$ cat src/rtl/data_mem_responder.sv
// data_mem_responder
//   Responder for the core's data-memory port. Decodes the MEM-stage
//   address/strobe and returns load data combinationally. Holds a
//   word-addressed data RAM and an MMIO window with an LED register, a
//   free-running cycle counter and a small TX byte FIFO. The FIFO drains
//   through a valid/ready stream.
//
// Ports
//   CLK        in   system clock, rising edge
//   Reset      in   synchronous, active-high reset
//   MemWrite   in   store strobe
//   Addr       in   byte address; bits [1:0] ignored
//   WriteData  in   store data
//   ReadData   out  load data, combinational from Addr
//   led        out  LED register
//   tx_valid   out  TX FIFO non-empty
//   tx_data    out  TX FIFO head byte (0 when empty)
//   tx_ready   in   consumer accepts head when tx_valid && tx_ready

module data_mem_responder #(
    parameter int unsigned RAM_WORDS  = 128,
    parameter logic [31:0] MMIO_BASE  = 32'h0000_0800,
    parameter int unsigned FIFO_DEPTH = 4
) (
    input  logic        CLK,
    input  logic        Reset,
    input  logic        MemWrite,
    input  logic [31:0] Addr,
    input  logic [31:0] WriteData,
    output logic [31:0] ReadData,
    output logic [15:0] led,
    output logic        tx_valid,
    output logic [7:0]  tx_data,
    input  logic        tx_ready
);

    localparam int unsigned AW        = $clog2(RAM_WORDS);
    localparam int unsigned PW        = $clog2(FIFO_DEPTH);
    localparam logic [31:0] RAM_BYTES = 32'(4 * RAM_WORDS);

    typedef enum logic [1:0] {
        REG_LED    = 2'd0,
        REG_CYCLES = 2'd1,
        REG_TXDATA = 2'd2,
        REG_STATUS = 2'd3
    } mmio_reg_e;

    // ------------------------------------------------------------------
    // Storage
    // ------------------------------------------------------------------
    logic [31:0]   ram [RAM_WORDS];
    logic [31:0]   cycles;
    logic          overflow;
    logic [7:0]    fifo_buf [FIFO_DEPTH];
    logic [PW:0]   wr_ptr;
    logic [PW:0]   rd_ptr;

    // ------------------------------------------------------------------
    // Address decode
    // ------------------------------------------------------------------
    logic          is_ram;
    logic          is_mmio;
    mmio_reg_e     reg_sel;
    logic [AW-1:0] ram_idx;

    assign is_ram  = (Addr < RAM_BYTES);
    assign is_mmio = (Addr[31:4] == MMIO_BASE[31:4]);
    assign reg_sel = mmio_reg_e'(Addr[3:2]);
    assign ram_idx = Addr[AW+1:2];

    // ------------------------------------------------------------------
    // FIFO status and handshake
    // ------------------------------------------------------------------
    logic [PW:0]   count;
    logic          full;
    logic          empty;
    logic          pop;
    logic          push_req;
    logic          push;
    logic          drop;

    // Extra wrap bit on each pointer makes the difference the true fill level.
    assign count    = wr_ptr - rd_ptr;
    assign full     = (count == (PW+1)'(FIFO_DEPTH));
    assign empty    = (count == '0);
    assign tx_valid = !empty;
    assign tx_data  = empty ? '0 : fifo_buf[rd_ptr[PW-1:0]];

    assign pop      = tx_valid && tx_ready;
    assign push_req = MemWrite && is_mmio && (reg_sel == REG_TXDATA);
    // A pop in the same cycle frees the slot, so a full FIFO can still accept.
    assign push     = push_req && (!full || pop);
    assign drop     = push_req && full && !pop;

    // ------------------------------------------------------------------
    // RAM (not affected by Reset)
    // ------------------------------------------------------------------
    always_ff @(posedge CLK) begin
        if (MemWrite && is_ram) begin
            ram[ram_idx] <= WriteData;
        end
    end

    always_ff @(posedge CLK) begin
        if (push) begin
            fifo_buf[wr_ptr[PW-1:0]] <= WriteData[7:0];
        end
    end

    // ------------------------------------------------------------------
    // MMIO registers
    // ------------------------------------------------------------------
    always_ff @(posedge CLK) begin
        if (Reset) begin
            led      <= '0;
            cycles   <= '0;
            overflow <= 1'b0;
            wr_ptr   <= '0;
            rd_ptr   <= '0;
        end else begin
            cycles <= cycles + 32'd1;

            if (MemWrite && is_mmio && (reg_sel == REG_LED)) begin
                led <= WriteData[15:0];
            end

            // Drop sets overflow ahead of a STATUS-write clear.
            if (drop) begin
                overflow <= 1'b1;
            end else if (MemWrite && is_mmio && (reg_sel == REG_STATUS)) begin
                overflow <= 1'b0;
            end

            if (push) begin
                wr_ptr <= wr_ptr + 1'b1;
            end
            if (pop) begin
                rd_ptr <= rd_ptr + 1'b1;
            end
        end
    end

    // ------------------------------------------------------------------
    // Read mux
    // ------------------------------------------------------------------
    always_comb begin
        ReadData = '0;
        if (is_ram) begin
            ReadData = ram[ram_idx];
        end else if (is_mmio) begin
            unique case (reg_sel)
                REG_LED:    ReadData = {16'b0, led};
                REG_CYCLES: ReadData = cycles;
                REG_TXDATA: ReadData = '0;
                REG_STATUS: ReadData = {23'b0, overflow, 4'(count), 2'b0, full, empty};
                default:    ReadData = '0;
            endcase
        end
    end

endmodule

$ cat config.mk
export PLATFORM = sky130hd
export DESIGN_NAME = data_mem_responder
export DESIGN_NICKNAME = d
export VERILOG_FILES = /design/src/rtl/data_mem_responder.sv
export SDC_FILE = /design/constraint.sdc
export NUM_CORES = 2
export LEC_CHECK = 0
export ABC_CLOCK_PERIOD_IN_PS = 11270
export CORE_MARGIN = 5
export CORE_UTILIZATION = 56
export CTS_BUF_LIST = sky130_fd_sc_hd__clkbuf_16
export DETAILED_ROUTE_END_ITERATION = 7
export PLACE_DENSITY = 0.72
export SKIP_CTS_REPAIR_TIMING = 1
export SYNTH_ARGS = -nofsm -noshare
export SYNTH_HDL_FRONTEND = slang
export SYNTH_MEMORY_MAX_BITS = 65536
export SYNTH_SLANG_ARGS = --single-unit
$ cat constraint.sdc
create_clock -name CLK -period 11.27 [get_ports CLK]
set_input_delay 1.6905 -clock CLK [delete_from_list [all_inputs] [get_ports CLK]]
set_output_delay 1.6905 -clock CLK [all_outputs]
set_load 0.02 [all_outputs]
======== Word-level counts from Yosys, hierarchy flattened ========
Memory sizes are Yosys's and may differ from the RTL's. A register that Yosys moved wholly into a read port is not among the register bits.
Cells that the tools add are included.
word-level totals
  register bits after elaboration ......... 55
  RAM bits ................................ 4128
  output and inout port bits .............. 57
  word-level logic and storage cells ...... 45
  memories ................................ 2
memory list
  name      words  bits a word  rd ports  clocked after Yosys merged registers in  wr ports  RTL line  RTL
  ram       128    32           1         0                                        1         51        logic [31:0] ram [RAM_WORDS];
  fifo_buf  4      8            1         1                                        1         54        logic [7:0] fifo_buf [FIFO_DEPTH];
cells by class
  $add $sub $neg .......................... 4
  order comparisons ....................... 1
  equal/unequal tests ..................... 5
  mux-type cells .......................... 12
  reduce and logical (&&, ||, !) cells .... 16
operator list
  kind                   number
  $pmux 32 s4            1
  $mux 32                2
  $add 32x1->32 const B  1
  $lt 32x10->1 const B   1
  $eq 28x8->1 const B    1
  $logic_and 1x1->1      9
  $mux 8                 1
  $add 3x1->3 const B    2
  $mux 1                 6
  $eq 2x2->1 const B     2
  $mux 2                 2
  $eq 3x3->1 const B     1
  $logic_not 1->1        3
  $logic_not 3->1        1
  $sub 3x3->3            1
  $eq 2x1->1 const B     1
  $logic_not 2->1        1
  $reduce_bool 2->1      1
  $logic_or 1x1->1       1

======== Depth between registers and ports, before layout ========
  word-level depth ........................ 8
  gate-level depth with buffers ........... 13
  mapped depth without buffers ............ 9

======== Worst setup path after synthesis ========
No wires, ideal clock.
  path kind ............................... input-to-output
  start point ............................. input port Addr[3]
  end point ............................... output port ReadData[1]
  arrival ................................. 3738 ps
  slack ................................... 5841 ps
  stages .................................. 9
  buffers on the path ..................... 4
  cell sequence ........................... buf_4 > buf_6 > clkbuf_1 > buf_2 > mux4_2 > o22a_1 > o41ai_2 > o2111ai_1 > o2bb2ai_1
between the ends
  cells in the longest elaborated chain, start to end .. 4
  elaborated cells on any way between the ends .. 9
  classes of those cells .................. order compare: 1; eq/ne: 3; mux: 3; reduce/logical: 1; memory: 1
RTL lines
  item                                                                  RTL line  RTL
  from (decl)                                                           28        input logic [31:0] Addr,
  parallel branches: the longest is 3 deep, another holds $lt 32x10->1  -
  $mux 32 (*)                                                           148       if (is_ram) begin
  to (decl)                                                             30        output logic [31:0] ReadData,
Mark *: on every way between the ends.

======== Final worst setup path ========
  start point ............................. input port Addr[5]
  end point ............................... output port ReadData[31]
between the ends
  cells in the longest elaborated chain, start to end .. 3
  elaborated cells on any way between the ends .. 5
  classes of those cells .................. order compare: 1; eq/ne: 1; mux: 2; memory: 1
RTL lines
  item                                                                  RTL line
  parallel branches: the longest is 2 deep, another holds $lt 32x10->1  -
  $mux 32 (*)                                                           148
Marked as above.

==> impl_metrics.ini <==
[final_layout]
seq_area_mm2 = 0.125
multiInputGateArea_mm2 = 0.0366
num-fill-cells = 19441
syn_to_final_growth_pct = 12.3
final_util_pct = 63.1
finish.instance_area_mm2 = 0.184
fin_nets = 8884
stdcell_count = 13062
drive_above_1_share_pct = 21.0

[drt]
routed-via-count = 90805
post-route-drc-count = 1
routed_wirelength_um = 480000
routedWlPerCell_um = 36.7
drtIter0Drc = 15724
drt-vias-per-instance = 6.95
ant_nets = 0
dr.pass1.iters = 8

[timing]
period_needed_ps = 9050
finClkSkew_ps = 49.0
final_max_slew_viol_count = 0
hold_viol_final = 0
finalCritPeriodShare_pct = 80.3
setup_viol = 0
fmax_mhz = 111
rsz0062_at_grt = false
tns_ps = 0
slew_headroom_pct = 3.32
worst_slack_ps = 2220
worst_pin_slew_ps = 1450
hold_ws_ps = 514

[grt]
antenna_found_initial = 42
grt_pass1_vias = 88061
grt_use_total_pct = 31.2
grt_first_pass_wirelength_um = 668000
overflow = 0
grt_max_degree = 141

[synthesis]
synth_area_mm2 = 0.164
synth_nets = 8654
yosysSeqAreaShare_pct = 76.5
syn_area_per_cell_um2 = 19.1
synthArstFlopShare_pct = 0
synthFlopType = edfxtp_1
synth_edf_count = 4128
synth-seq-cells = 4185
synthTopCellsByArea = edfxtp_1 76%, mux4_2 7.2%, mux2i_1 2.1%
yosysTopAreaCell = edfxtp_1
synthCells = 8578
synth_most_common_cell = edfxtp_1
yosys.cell_types.count = 70
ys_warn_count = 0
yosys-top-cells-count = 4128 x edfxtp_1, 520 x mux4_2, 464 x nor2_1
yosys.area.top_type_share_pct = 75.8

[worst_hold_path]
hp-class = reg -> reg
hold_depth = 1

[worst_setup_path]
rr_worst_depth = 8
cp.required_ps = 9580
cp-end-kind = output pin
startpoint_type = input port
worstSetupPathType = in -> out
path_max_fanout = 25
critPathArrivalTime_ps = 7360

[placed_design]
io_buffers = 122
place_inst = 12299
place.gp.congestion = 0.901
dpl_worst_slack_ps = 2660
post-dp-hpwl_um = 273000
postPlaceCellArea_mm2 = 0.171

[clock_tree]
clkSinkCount = 4185
clkSlewWorstSetupHoldPaths_ps = 70
cts_made_buffers = 406
cts_root_buf = clkbuf_16
cts_buffer_depth = 4
htree_levels = 5
cts_tree = done
insertion_delay_ps = 970

[flow_run]
max_cap_viol_count = 0

[power]
design_power_total_mw = 32.2
power.leakage_nw = 58.3
ir_drop_mv = 0.136
power_density_mw_per_mm2 = 175

[die]
die_y_um = 550
io_pins = 125
fp-row-count = 198
coreArea_mm2 = 0.291
initial_core_util_pct = 56.2
dieArea_mm2 = 0.303
die_x_um = 550

[run_status]
violations = DRC
status = complete, but fails checks
-- worst paths after layout --
path,from,to,slack (ps)
setup / recovery,Addr[5],ReadData[31],2220
hold / removal,cycles[0],cycles[0],510
setup reg to reg,wr_ptr[0],fifo_buf[1][4],8530
hold reg to reg,cycles[0],cycles[0],510
-- final cells by class --
class,instances,area share [%]
Sequential cell,4185,68.1
Multi-Input combinational cell,3766,19.9
Clock buffer,409,5.57
Tap cell,3900,2.66
Timing Repair Buffer,441,2.12
Clock inverter,339,1.55
Inverter,8,0.0204
Antenna cell,14,0.0191
-- worst max-delay path, stage by stage --
cell and delay (ps):
buf_2 450, buf_4 390, nor4bb_4 1280, buf_4 700, a222oi_1 260, o22ai_1 610
a211oi_1 280, o2111ai_1 670, a22o_1 290, clkdlybuf4s50_1 630
-- sequential cells by signal, summed over array words and instances, names as in the netlist, named ones only --
register  count
ram        4096
cycles       32
fifo_buf     32
led          16
rd_ptr        3
wr_ptr        3
overflow      1
-- logic make-up after synthesis --
kind of cell | count (synthesis) | share of synthesized area [%]
xor gates and xnor gates | 32 | 0.180
DFF | 4185 | 76.5
muxes | 1063 | 10.6
adders and majority gates | 8 | 0.0658
and+or+nand+nor | 1035 | 3.36
buffers and inverters | 627 | 1.91
AOI/OAI and AO/OA | 1628 | 7.36
-- where the power goes --
group / total, mW / leakage [nW] / switching, mW / internal, mW
registers: 17.1 / 37.5 / 0.00131 / 17.1
logic: 1.71 / 14.1 / 1.23 / 0.477
clock network: 13.4 / 6.69 / 5.84 / 7.53
total: 32.2 / 58.3 / 7.07 / 25.1
-- cells in the final DEF (no fill, tap or decap), types with 168 or more instances in the layout --
master / netlist / layout
clkbuf_16: 0 / 409
o22ai_1: 168 / 168
mux2_2: 184 / 184
nand3_1: 188 / 188
buf_4: 26 / 319
nor2_1: 464 / 335
mux2i_1: 337 / 337
edfxtp_1: 4128 / 4128
mux4_2: 520 / 520
a21oi_1: 385 / 385
o2bb2ai_1: 291 / 291
-- metal layers --
metal  part of all wire, %  track usage, %  up-vias
li1                      -               -    36156
met4                   5.6            14.7        6
met1                    35            42.8    46856
met2                    45            46.5     6785
met5                0.0094               0        -
met3                    14            9.57     1002
Note: power is estimated with default switching activity, not from simulation.
